===== config.mk =====
export PLATFORM = sky130hd
export DESIGN_NAME = player_session_ctrl_flat
export DESIGN_NICKNAME = d
export VERILOG_FILES = /design/src/rtl/player_session_ctrl_pkg.sv /design/src/rtl/player_session_ctrl_if.sv /design/src/rtl/player_session_ctrl_sec_timer.sv /design/src/rtl/player_session_ctrl.sv /design/src/flat_wrapper.sv
export SDC_FILE = /design/constraint.sdc
export NUM_CORES = 1
export LEC_CHECK = 0
export ABC_AREA = 0
export BUFFER_PORTS_ARGS = -buffer_cell sky130_fd_sc_hd__buf_4
export CAP_MARGIN = 15
export CORE_MARGIN = 10
export CORE_UTILIZATION = 55
export CTS_CLUSTER_DIAMETER = 200
export CTS_CLUSTER_SIZE = 40
export DETAILED_ROUTE_END_ITERATION = 16
export PLACE_DENSITY = 0.76
export SLEW_MARGIN = 30
export SYNTH_ARGS = -nofsm -noshare
export SYNTH_HDL_FRONTEND = slang
export SYNTH_SLANG_ARGS = --single-unit
export TNS_END_PERCENT = 20

===== constraint.sdc =====
create_clock -name clk -period 3.94 [get_ports clk]
set_input_delay 0.591 -clock clk [delete_from_list [all_inputs] [get_ports clk]]
set_output_delay 0.591 -clock clk [all_outputs]
set_load 0.005 [all_outputs]

===== src/rtl/player_session_ctrl_pkg.sv =====
// Shared types and constants for the game front-end: state encoding,
// field widths and the BCD range check used on the digit switches.
package game_pkg;

  localparam int ID_W    = 5;
  localparam int DIGIT_W = 4;

  localparam logic [DIGIT_W-1:0] BCD_MAX     = 4'd9;
  localparam logic [ID_W-1:0]    ID_RESERVED = 5'd0;

  // Encodings double as the state_code shown on the debug LEDs
  typedef enum logic [2:0] {
    ST_IDLE   = 3'd0,
    ST_READY  = 3'd1,
    ST_START  = 3'd2,
    ST_PLAY   = 3'd3,
    ST_SCORE  = 3'd4,
    ST_RESULT = 3'd5
  } state_t;

  function automatic logic is_bcd(input logic [DIGIT_W-1:0] d);
    return d <= BCD_MAX;
  endfunction

endpackage


===== src/rtl/player_session_ctrl_if.sv =====
// User controls in, game-core control strobes and display values out.
// master = session controller, slave = button logic / game core side.
interface player_session_ctrl_if;
  import game_pkg::*;

  logic               btn_login;
  logic               btn_logout;
  logic               btn_enter;
  logic [ID_W-1:0]    sw_id;
  logic [DIGIT_W-1:0] sw_digit;
  logic               score_valid;

  logic               Logged_In;
  logic               Game_Start;
  logic               Load_Input;
  logic               Timeout;
  logic [ID_W-1:0]    playerID;
  logic [DIGIT_W-1:0] Player_Input;
  logic [5:0]         secs_left;
  logic               bad_digit;
  logic [2:0]         state_code;

  modport master (
    input  btn_login, btn_logout, btn_enter, sw_id, sw_digit, score_valid,
    output Logged_In, Game_Start, Load_Input, Timeout, playerID,
           Player_Input, secs_left, bad_digit, state_code
  );

  modport slave (
    output btn_login, btn_logout, btn_enter, sw_id, sw_digit, score_valid,
    input  Logged_In, Game_Start, Load_Input, Timeout, playerID,
           Player_Input, secs_left, bad_digit, state_code
  );

endinterface


===== src/rtl/player_session_ctrl_sec_timer.sv =====
// Seconds timer: a prescaler dividing clk down to one tick per second and
// a 6-bit down-counter that decrements on each tick and sticks at zero.
module sec_timer #(
  parameter int TICKS_PER_SEC = 50_000_000
) (
  input  logic       clk,
  input  logic       reset,
  input  logic       load,
  input  logic [5:0] load_val,
  input  logic       run,
  output logic       tick,
  output logic [5:0] count,
  output logic       zero
);

  localparam int            PW      = (TICKS_PER_SEC > 1) ? $clog2(TICKS_PER_SEC) : 1;
  localparam logic [PW-1:0] PRE_MAX = PW'(TICKS_PER_SEC - 1);

  logic [PW-1:0] r_pre;
  logic [5:0]    r_count;

  assign tick  = run && (r_pre == PRE_MAX);
  assign count = r_count;
  assign zero  = (r_count == 6'd0);

  // Prescaler: restarts on load so every second is a full second
  always_ff @(posedge clk or posedge reset) begin
    if (reset)      r_pre <= '0;
    else if (load)  r_pre <= '0;
    else if (tick)  r_pre <= '0;
    else if (run)   r_pre <= r_pre + 1'b1;
  end

  // Seconds counter: saturates at zero instead of wrapping
  always_ff @(posedge clk or posedge reset) begin
    if (reset)                          r_count <= 6'd0;
    else if (load)                      r_count <= load_val;
    else if (tick && r_count != 6'd0)   r_count <= r_count - 6'd1;
  end

endmodule


===== src/rtl/player_session_ctrl.sv =====
// Session controller: login/logout, round start, digit entry, round timer,
// scoring wait with watchdog and result hold. All outputs are registered.
module player_session_ctrl
  import game_pkg::*;
#(
  parameter int TICKS_PER_SEC = 50_000_000,
  parameter int ROUND_SECONDS = 30,
  parameter int RESULT_HOLD   = 3,
  parameter int SCORE_WAIT    = 1024
) (
  input logic                  clk,
  input logic                  reset,
  player_session_ctrl_if.master bus
);

  localparam int            WW       = $clog2(SCORE_WAIT + 1);
  localparam logic [WW-1:0] WDOG_MAX = WW'(SCORE_WAIT - 1);

  state_t             r_state, w_state_next;
  logic               r_logged_in, w_logged_in_next;
  logic [ID_W-1:0]    r_player_id, w_player_id_next;
  logic [DIGIT_W-1:0] r_player_input, w_player_input_next;
  logic               r_game_start, w_game_start_next;
  logic               r_load_input, w_load_input_next;
  logic               r_timeout, w_timeout_next;
  logic               r_bad_digit, w_bad_digit_next;
  logic [WW-1:0]      r_wdog;

  logic               w_tmr_load;
  logic [5:0]         w_tmr_val;
  logic               w_tmr_run;
  logic               w_tmr_tick;
  logic [5:0]         w_tmr_count;
  logic               w_tmr_zero;
  logic               w_last_tick;

  // One timer serves both the round countdown and the result hold
  sec_timer #(.TICKS_PER_SEC(TICKS_PER_SEC)) u_timer (
    .clk      (clk),
    .reset    (reset),
    .load     (w_tmr_load),
    .load_val (w_tmr_val),
    .run      (w_tmr_run),
    .tick     (w_tmr_tick),
    .count    (w_tmr_count),
    .zero     (w_tmr_zero)
  );

  // The tick that takes the counter from 1 to 0 ends the round / hold
  assign w_last_tick = w_tmr_tick && (w_tmr_count == 6'd1);
  assign w_tmr_run   = ((r_state == ST_PLAY) && !w_tmr_zero) || (r_state == ST_RESULT);

  // State register
  always_ff @(posedge clk or posedge reset) begin
    if (reset) r_state <= ST_IDLE;
    else       r_state <= w_state_next;
  end

  // Next-state and next-output decode
  always_comb begin
    w_state_next        = r_state;
    w_logged_in_next    = r_logged_in;
    w_player_id_next    = r_player_id;
    w_player_input_next = r_player_input;
    w_game_start_next   = 1'b0;
    w_load_input_next   = 1'b0;
    w_timeout_next      = 1'b0;
    w_bad_digit_next    = 1'b0;
    w_tmr_load          = 1'b0;
    w_tmr_val           = 6'd0;

    case (r_state)
      ST_IDLE: begin
        if (bus.btn_login && bus.sw_id != ID_RESERVED) begin
          w_state_next     = ST_READY;
          w_logged_in_next = 1'b1;
          w_player_id_next = bus.sw_id;
        end
      end
      ST_READY: begin
        // Logout has priority over a simultaneous enter
        if (bus.btn_logout) begin
          w_state_next     = ST_IDLE;
          w_logged_in_next = 1'b0;
          w_player_id_next = '0;
        end else if (bus.btn_enter) begin
          w_state_next = ST_START;
        end
      end
      ST_START: begin
        w_game_start_next = 1'b1;
        w_tmr_load        = 1'b1;
        w_tmr_val         = 6'(ROUND_SECONDS);
        w_state_next      = ST_PLAY;
      end
      ST_PLAY: begin
        // Expiry (and the cycle after it) swallows any digit entry
        if (w_tmr_zero) begin
          w_state_next = ST_SCORE;
        end else if (w_last_tick) begin
          w_timeout_next = 1'b1;
        end else if (bus.btn_enter) begin
          if (is_bcd(bus.sw_digit)) begin
            w_player_input_next = bus.sw_digit;
            w_load_input_next   = 1'b1;
          end else begin
            w_bad_digit_next = 1'b1;
          end
        end
      end
      ST_SCORE: begin
        if (bus.score_valid) begin
          w_state_next = ST_RESULT;
          w_tmr_load   = 1'b1;
          w_tmr_val    = 6'(RESULT_HOLD);
        end else if (r_wdog == WDOG_MAX) begin
          w_state_next = ST_READY;
        end
      end
      ST_RESULT: begin
        if (bus.btn_logout) begin
          w_state_next     = ST_IDLE;
          w_logged_in_next = 1'b0;
          w_player_id_next = '0;
        end else if (w_last_tick) begin
          w_state_next = ST_READY;
        end
      end
      default: w_state_next = ST_IDLE;
    endcase
  end

  // Registered outputs
  always_ff @(posedge clk or posedge reset) begin
    if (reset) begin
      r_logged_in    <= 1'b0;
      r_player_id    <= '0;
      r_player_input <= '0;
      r_game_start   <= 1'b0;
      r_load_input   <= 1'b0;
      r_timeout      <= 1'b0;
      r_bad_digit    <= 1'b0;
    end else begin
      r_logged_in    <= w_logged_in_next;
      r_player_id    <= w_player_id_next;
      r_player_input <= w_player_input_next;
      r_game_start   <= w_game_start_next;
      r_load_input   <= w_load_input_next;
      r_timeout      <= w_timeout_next;
      r_bad_digit    <= w_bad_digit_next;
    end
  end

  // Scoring watchdog: counts cycles spent in SCORE, idle elsewhere
  always_ff @(posedge clk or posedge reset) begin
    if (reset)                   r_wdog <= '0;
    else if (r_state != ST_SCORE) r_wdog <= '0;
    else                          r_wdog <= r_wdog + 1'b1;
  end

  assign bus.Logged_In    = r_logged_in;
  assign bus.playerID     = r_player_id;
  assign bus.Player_Input = r_player_input;
  assign bus.Game_Start   = r_game_start;
  assign bus.Load_Input   = r_load_input;
  assign bus.Timeout      = r_timeout;
  assign bus.bad_digit    = r_bad_digit;
  assign bus.secs_left    = w_tmr_count;
  assign bus.state_code   = r_state;

endmodule

===== src/flat_wrapper.sv =====
// flat-port wrapper written by rule: the top's interface ports become plain ports
module player_session_ctrl_flat import game_pkg::*;
#(
  parameter int TICKS_PER_SEC = 50_000_000,
  parameter int ROUND_SECONDS = 30,
  parameter int RESULT_HOLD   = 3,
  parameter int SCORE_WAIT    = 1024
)
  (clk, reset, bus_btn_login, bus_btn_logout, bus_btn_enter, bus_sw_id, bus_sw_digit, bus_score_valid, bus_Logged_In, bus_Game_Start, bus_Load_Input, bus_Timeout, bus_playerID, bus_Player_Input, bus_secs_left, bus_bad_digit, bus_state_code);
  player_session_ctrl_if bus_i ();
  input logic clk;
  input logic reset;
  input wire logic [$bits(bus_i.btn_login)-1:0] bus_btn_login;
  input wire logic [$bits(bus_i.btn_logout)-1:0] bus_btn_logout;
  input wire logic [$bits(bus_i.btn_enter)-1:0] bus_btn_enter;
  input wire logic [$bits(bus_i.sw_id)-1:0] bus_sw_id;
  input wire logic [$bits(bus_i.sw_digit)-1:0] bus_sw_digit;
  input wire logic [$bits(bus_i.score_valid)-1:0] bus_score_valid;
  output wire logic [$bits(bus_i.Logged_In)-1:0] bus_Logged_In;
  output wire logic [$bits(bus_i.Game_Start)-1:0] bus_Game_Start;
  output wire logic [$bits(bus_i.Load_Input)-1:0] bus_Load_Input;
  output wire logic [$bits(bus_i.Timeout)-1:0] bus_Timeout;
  output wire logic [$bits(bus_i.playerID)-1:0] bus_playerID;
  output wire logic [$bits(bus_i.Player_Input)-1:0] bus_Player_Input;
  output wire logic [$bits(bus_i.secs_left)-1:0] bus_secs_left;
  output wire logic [$bits(bus_i.bad_digit)-1:0] bus_bad_digit;
  output wire logic [$bits(bus_i.state_code)-1:0] bus_state_code;
  assign bus_i.btn_login = bus_btn_login;
  assign bus_i.btn_logout = bus_btn_logout;
  assign bus_i.btn_enter = bus_btn_enter;
  assign bus_i.sw_id = bus_sw_id;
  assign bus_i.sw_digit = bus_sw_digit;
  assign bus_i.score_valid = bus_score_valid;
  assign bus_Logged_In = bus_i.Logged_In;
  assign bus_Game_Start = bus_i.Game_Start;
  assign bus_Load_Input = bus_i.Load_Input;
  assign bus_Timeout = bus_i.Timeout;
  assign bus_playerID = bus_i.playerID;
  assign bus_Player_Input = bus_i.Player_Input;
  assign bus_secs_left = bus_i.secs_left;
  assign bus_bad_digit = bus_i.bad_digit;
  assign bus_state_code = bus_i.state_code;
  player_session_ctrl #(.TICKS_PER_SEC(TICKS_PER_SEC), .ROUND_SECONDS(ROUND_SECONDS), .RESULT_HOLD(RESULT_HOLD), .SCORE_WAIT(SCORE_WAIT)) u_core (.clk(clk), .reset(reset), .bus(bus_i));
endmodule

==> reports/qor.yml, run 1 <==
outcome: "finished, final reports clean"
slew_headroom_pct: 42.7
max_cap_violations: 0
area_growth_syn_to_layout_pct: 16.0
grt_pass1_wl_um: 12700
hold_path.class: "in2async"
power.density_nw_per_um2: 507
drt_pre_antenna_iters: 5
num-nets-final: 393
vias: 2623
worst_clock_skew_ns: 0.00716
unique_masters_post_synth: 59
htree_num_levels: 3
placementRows: 28
wire_per_inst_um: 16.2
grt_pass1_vias: 2641
die_boundary_height_um: 97.2
final.min_clock_period_ns: 2.50
antenna_cells_inserted: 0
detail-route-antenna-nets: 0
grt_setup_unrepaired: "no"
regToRegStartpoint: "u_core.u_timer.count[3]$_DFFE_PP0P_"
drt_iter0_drc: 145
synth_async_sr_flop_share_pct: 100
netlist_instances: 335
ys.flop_type: "sky130_fd_sc_hd__dfrtp_1"
most_frequent_cells_in_the_layout: "60 x sky130_fd_sc_hd__dfrtp_1, 40 x sky130_fd_sc_hd__buf_4, 35 x sky130_fd_sc_hd__nor2_1"
master_cell_of_the_clock_root_buffer: "sky130_fd_sc_hd__clkbuf_8"
layout_commonest_cell: "sky130_fd_sc_hd__dfrtp_1"
cts_tree: "done"
num_io_pins: 38
numCtsBuffers: 9
syn-mean-instance-area_um2: 9.79
vdd_drop_max_v: 0.000304
globalplace.congestion: 0.834
ys_seq_elements: 60
drt_total_wl_um: 7330
detailedPlacementHpwl_um: 5130
syn_nets: 355
grt_overflow_total: 0
report.final.slew_viol_count: 0
yosysWarnings: 0
drive_gt1_share_pct: 20.9
fmax_mhz: 400
rrSetupSlack_ns: 1.44
report.final.setup_viol: 0
pre_cts_slack_ns: 1.47
worstSetupStartpointType: "flip-flop"
initial_utilization_pct: 56.1
critical_path.endpoint_type: "flip-flop"
clock_sink_count: 60
hold_slack_ns: 0.368
fin_crit_sh_pct: 63.5
cts_setup_buffers: 0
kind_of_critical_path: "reg2reg"
globalRouteTotalUtil_pct: 16.0
r2r_cells: 6
totalNegativeSetupSlack_ns: 0
grt_max_degree: 38
insertion_delay_ns: 0.36
reg2reg_to: "u_core.u_timer.r_pre[9]$_DFFE_PP0P_"
cts_resized: 0
critPathRequiredTime_ns: 4.20
worst-path-max-fanout: 16
postLayoutSetupSlackWorst_ns: 1.44
drc: 0
seq_area_frac_synth_pct: 45.8
power.leakage_nw: 1.63
hold_viol_final: 0
crit_path_end: "u_core.u_timer.r_pre[9]$_DFFE_PP0P_"
number_of_enable_type_register_cells_in_the_synthesized_netlist: 0
number_of_antenna_violations_at_the_first_check_in_global_routing: 0
cts_hold_buf: 0
synthesis.area_um2: 3280
tightest_slew_ns: 0.858
die_area_um2: 9450
clk_path_buf_depth: 2
die_width_um: 97.2
core_region_area_um2: 5850
critPathArrivalTime_ns: 2.76
buffer_ports.inserted: 37
clkSlewWorstSetupHoldPaths_ns: 0.07
crit_start: "u_core.u_timer.count[3]$_DFFE_PP0P_"
drt-vias-per-instance: 5.79
[how the worst min path moves through the flow]
stage / from / end / slack [ns] / cells past startpoint
after floorplan: u_core.r_wdog[0]$_DFF_PP0_ / u_core.r_wdog[0]$_DFF_PP0_ / 0.47 / 1
after CTS: reset / u_core.u_timer.r_pre[24]$_DFFE_PP0P_ / 0.40 / 2
final: reset / u_core.bus.Player_Input[3]$_DFFE_PP0P_ / 0.37 / 2
after global placement: u_core.bus.Logged_In$_DFFE_PP0P_ / u_core.bus.Logged_In$_DFFE_PP0P_ / 0.48 / 1
after global routing: reset / u_core.r_wdog[3]$_DFF_PP0_ / 0.43 / 2
after detailed placement: u_core.bus.Logged_In$_DFFE_PP0P_ / u_core.bus.Logged_In$_DFFE_PP0P_ / 0.49 / 1
[sequential cells by signal (all words and copies together), names as in the netlist]
| signal | flops |
|---|---|
| u_core.r_wdog | 11 |
| u_core.bus.Timeout | 1 |
| u_core.bus.Load_Input | 1 |
| u_core.bus.bad_digit | 1 |
| u_core.bus.state_code | 3 |
| u_core.bus.Game_Start | 1 |
| u_core.bus.Logged_In | 1 |
| u_core.bus.Player_Input | 4 |
| u_core.u_timer.r_pre | 26 |
| u_core.bus.playerID | 5 |
| u_core.u_timer.count | 6 |
[where the power goes]
| group | total [mW] | internal, mW | switching [mW] |
|---|---|---|---|
| sequential | 0.805 | 0.704 | 0.100 |
| clock | 0.562 | 0.294 | 0.267 |
| combinational | 0.565 | 0.276 | 0.289 |
[cell families after synthesis]
| group | after synthesis | synth area share, % |
|---|---|---|
| AND/OR/NAND/NOR | 139 | 23.7 |
| AO/OA/AOI/OAI | 67 | 13.8 |
| flip-flops | 60 | 45.8 |
| buffers and inverters | 27 | 3.74 |
| XOR/XNOR | 25 | 6.67 |
| multiplexers | 12 | 4.39 |
| adder cells (fa/ha/maj) | 5 | 1.91 |
[critical path, stage by stage (launching register included)]
cell,delay [ns]
sky130_fd_sc_hd__dfrtp_1,0.50
sky130_fd_sc_hd__nor4_4,0.53
sky130_fd_sc_hd__a31oi_2,0.14
sky130_fd_sc_hd__buf_4,0.22
sky130_fd_sc_hd__o21ai_1,0.66
sky130_fd_sc_hd__o21ai_0,0.20
sky130_fd_sc_hd__a21oi_1,0.16
[cell usage after synthesis (8+ instances only)]
master,count,share of area [%]
sky130_fd_sc_hd__or3_1,10,1.9
sky130_fd_sc_hd__nand2_1,27,3.1
sky130_fd_sc_hd__nand3_1,12,1.8
sky130_fd_sc_hd__o2111ai_1,8,2.1
sky130_fd_sc_hd__a21oi_1,16,2.4
sky130_fd_sc_hd__dfrtp_1,60,46
sky130_fd_sc_hd__xnor2_1,10,2.7
sky130_fd_sc_hd__clkbuf_1,8,0.92
sky130_fd_sc_hd__o21ai_0,14,2.1
sky130_fd_sc_hd__xor2_1,15,4.0
sky130_fd_sc_hd__nor2_1,35,4.0
sky130_fd_sc_hd__inv_1,13,1.5
[routing by layer]
layer,track usage (%),part of all wire [%],vias to the layer above
li1,-,-,1280
met1,19.8,45,1266
met2,25.1,48,66
met3,4.27,5.2,11
met4,7.83,1.9,0
met5,0,0,-
[through the flow]
stage               area [um2]  power [mW]  util (%)  cells
floorplan                 3280        1.17         -    335
global placement          3600        1.37      61.6    437
detailed placement        3600        1.38      61.6    437
CTS                       3800        1.95      65.0    453
global route              3800        2.05      65.0    453
finish                    3800        1.93      65.0    453
[final cells by class]
cell class              instances  area (um2)
clock inverters                 7        76.3
clock buffers                   9         124
flip-flops and latches         60        1500
repair buffers                 40         300
inverters                      14        52.6
fillers                       488        2050
multi-input cells             248        1660
well taps                      75        93.8
(Power assumes the default switching activity.)
==> inputs of run 2 (changes only) <==
clock period = 2.4 ns   (was 3.94 ns; I/O delays follow)
==> run 2 against run 1 <==
Cell area is 1.3% higher; global-route usage is 0.067 points lower; combinational power is 76% higher; sequential power is 64% higher; routed wire length is 0.55% higher; via count is 2.2% higher; count of clock-buffer cells in the layout stayed put; maximum frequency is 13% higher; highest routed layer unchanged; non-clock buffer count is 6 higher; cell count is 1.3% higher; die area stayed put; critical path type unchanged; register-to-register slack worse by 1.2 ns; largest cell class unchanged.
==> reports/qor.yml, run 2 (same netlist as run 1, synthesis figures left out) <==
critPathArrivalTime_ns: 2.48  # -0.28 ns
max_cap_violations: 0  # unchanged
numCtsBuffers: 9  # unchanged
fin_crit_sh_pct: 91.9  # +28 points
worst-path-max-fanout: 7  # -9
cts_tree: "done"
core_region_area_um2: 5850  # unchanged
num_io_pins: 38  # unchanged
drt_pre_antenna_iters: 4  # -1
clkPwrFrac_pct: 26.2  # -2.9 points
detailedPlacementHpwl_um: 5380  # +5.0%
grt_pass1_vias: 2600  # -1.6%
num-fill-cells: 490  # +0.41%
number_of_antenna_violations_at_the_first_check_in_global_routing: 0  # unchanged
report.final.setup_viol: 0  # unchanged
regMostFlops: "u_core.u_timer.r_pre"
path_cells: "ha_1 -> nand3_1 -> nor4_4 -> nand4_2 -> or4_1 -> a21oi_1"
hold_path.class: "in2async"
area_growth_syn_to_layout_pct: 17.5
worst_clock_skew_ns: 0.0136  # +0.00642 ns
kind_of_critical_path: "reg2reg"
drt_iter0_drc: 187  # +29%
buffer_ports.inserted: 37  # unchanged
clock_sink_count: 60  # unchanged
critPathRequiredTime_ns: 2.67  # -1.53 ns
drive_gt1_share_pct: 22.4  # +1.5 points
wire_per_inst_um: 16.0  # -0.77%
num-nets-final: 399  # +1.5%
critical_path_buffer_and_inverter_count: 0  # -1
hold_viol_final: 0  # unchanged
final.min_clock_period_ns: 2.21  # -0.295 ns
critical_path.endpoint_type: "flip-flop"
grt_pass1_wl_um: 12600  # -0.65%
p_int_mw: 2.03  # +59%
grt_overflow_total: 0  # unchanged
htree_num_levels: 3  # unchanged
globalplace.congestion: 0.857  # +2.8%
grt_max_degree: 33  # -13%
drt-vias-per-instance: 5.84  # +0.91%
clk_path_buf_depth: 2  # unchanged
power.share.sequential_pct: 42.1  # +0.4 points
power.density_nw_per_um2: 812  # +60%
drc: 0  # unchanged
most_frequent_cells_in_the_layout: "60 x sky130_fd_sc_hd__dfrtp_1, 44 x sky130_fd_sc_hd__buf_4, 35 x sky130_fd_sc_hd__nor2_1"
grt_setup_unrepaired: "no"
power.leakage_nw: 1.66  # +1.7%
totalNegativeSetupSlack_ns: 0  # unchanged
comb_power_share_pct: 31.7  # +2.4 points
antenna_cells_inserted: 0  # unchanged
drt_total_wl_um: 7370  # +0.55%
die_area_um2: 9450  # unchanged
insertion_delay_ns: 0.35  # about the same
tightest_slew_ns: 0.632  # -0.225 ns
die_boundary_height_um: 97.2  # unchanged
worstSetupStartpointType: "flip-flop"
largest_register_ffs: 26  # unchanged
detail-route-antenna-nets: 0  # unchanged
worst_path_max_delay_cell: "sky130_fd_sc_hd__nor4_4"
report.power.total_mw: 3.13  # +62%
layout_commonest_cell: "sky130_fd_sc_hd__dfrtp_1"
slew_headroom_pct: 57.8  # +15 points
globalRouteTotalUtil_pct: 15.9  # -0.067 points
power_switching_mw: 1.10  # +67%
rrSetupSlack_ns: 0.19  # -1.25 ns
initial_utilization_pct: 56.1  # unchanged
die_width_um: 97.2  # unchanged
outcome: "finished, final reports clean"
fmax_mhz: 453  # +13%
master_cell_of_the_clock_root_buffer: "sky130_fd_sc_hd__clkbuf_8"
report.final.slew_viol_count: 0  # unchanged
placementRows: 28  # unchanged
vdd_drop_max_v: 0.000428  # +41%
clkSlewWorstSetupHoldPaths_ns: 0.07  # about the same
cp_slowest_stage_delay_ns: 0.47  # -0.19 ns
power.share.switching_pct: 35.0  # +1.0 points
timing.critical_path.max_delay_family: "simple AND/OR/NAND/NOR gates"
vias: 2682  # +2.2%
## run 2: metrics by stage
stage / setup WS (ns) / hold slack (ns) / cells / area [um2] / utilization [%]
after detailed placement: 0.218 / 0.485 / 443 / 3670 / 62.8
after floorplan: 0.374 / 0.474 / 335 / 3280 / -
after global routing: 0.0438 / 0.130 / 459 / 3850 / 65.9
after global placement: 0.292 / 0.481 / 443 / 3670 / 62.8
after CTS: 0.195 / 0.111 / 459 / 3850 / 65.8
final: 0.194 / 0.0945 / 459 / 3850 / 65.9
## run 2: what timing repair did
action,CTS,global route
setup endpoints to repair,0,1
buffers inserted,0,0
hold buffers,0,0
resized for setup,0,1
## run 2: per-layer routing
metal | global-route usage (%) | vias up | share of wire (%)
met5 | 0 | - | 0
met4 | 7.27 | 0 | 1.6
met3 | 3.84 | 14 | 4.7
met2 | 25.7 | 66 | 49
met1 | 19.6 | 1307 | 45
li1 | - | 1295 | -
## run 2: worst paths after layout
| check | to | depth (start not counted) | start |
|---|---|---|---|
| max | u_core.u_timer.count[4]$_DFFE_PP0P_ | 6 | u_core.u_timer.r_pre[0]$_DFFE_PP0P_ |
| min | u_core.u_timer.r_pre[4]$_DFFE_PP0P_ | 2 | reset |
| max reg2reg | u_core.u_timer.count[4]$_DFFE_PP0P_ | 6 | u_core.u_timer.r_pre[0]$_DFFE_PP0P_ |
| min reg2reg | u_core.bus.Logged_In$_DFFE_PP0P_ | 1 | u_core.bus.Logged_In$_DFFE_PP0P_ |
| max in group asynchronous | u_core.bus.playerID[0]$_DFFE_PP0P_ | 3 | reset |
| min in group clk | u_core.bus.Player_Input[0]$_DFFE_PP0P_ | 2 | bus_sw_digit[0] |
## run 2: worst reg2reg max path, delay by kind of cell, from the launching register on
kind / cells / cell delay (ns)
AND/OR/NAND/NOR: 4 / 1.33
flip-flops: 1 / 0.43
adder cells (fa/ha/maj): 1 / 0.20
AO/OA/AOI/OAI: 1 / 0.16
## run 2: cell type report
cell class | count | area, um2 | area share (%)
clock inverter | 7 | 51.3 | 1.33
clock buffer | 9 | 124 | 3.21
inverter | 14 | 52.6 | 1.36
timing repair buffer | 46 | 370 | 9.61
sequential | 60 | 1500 | 39.0
tap | 75 | 93.8 | 2.44
multi-input combinational | 248 | 1660 | 43.1
## run 2: power by group through the flow
| stage | Sequential, mW | Combinational (mW) | Clock [mW] |
|---|---|---|---|
| floorplan | 1.29 | 0.635 | 0 |
| global placement | 1.32 | 0.982 | 0 |
| detailed placement | 1.33 | 0.996 | 0 |
| CTS | 1.31 | 0.999 | 0.833 |
| global route | 1.34 | 1.10 | 0.871 |
| finish | 1.32 | 0.993 | 0.818 |
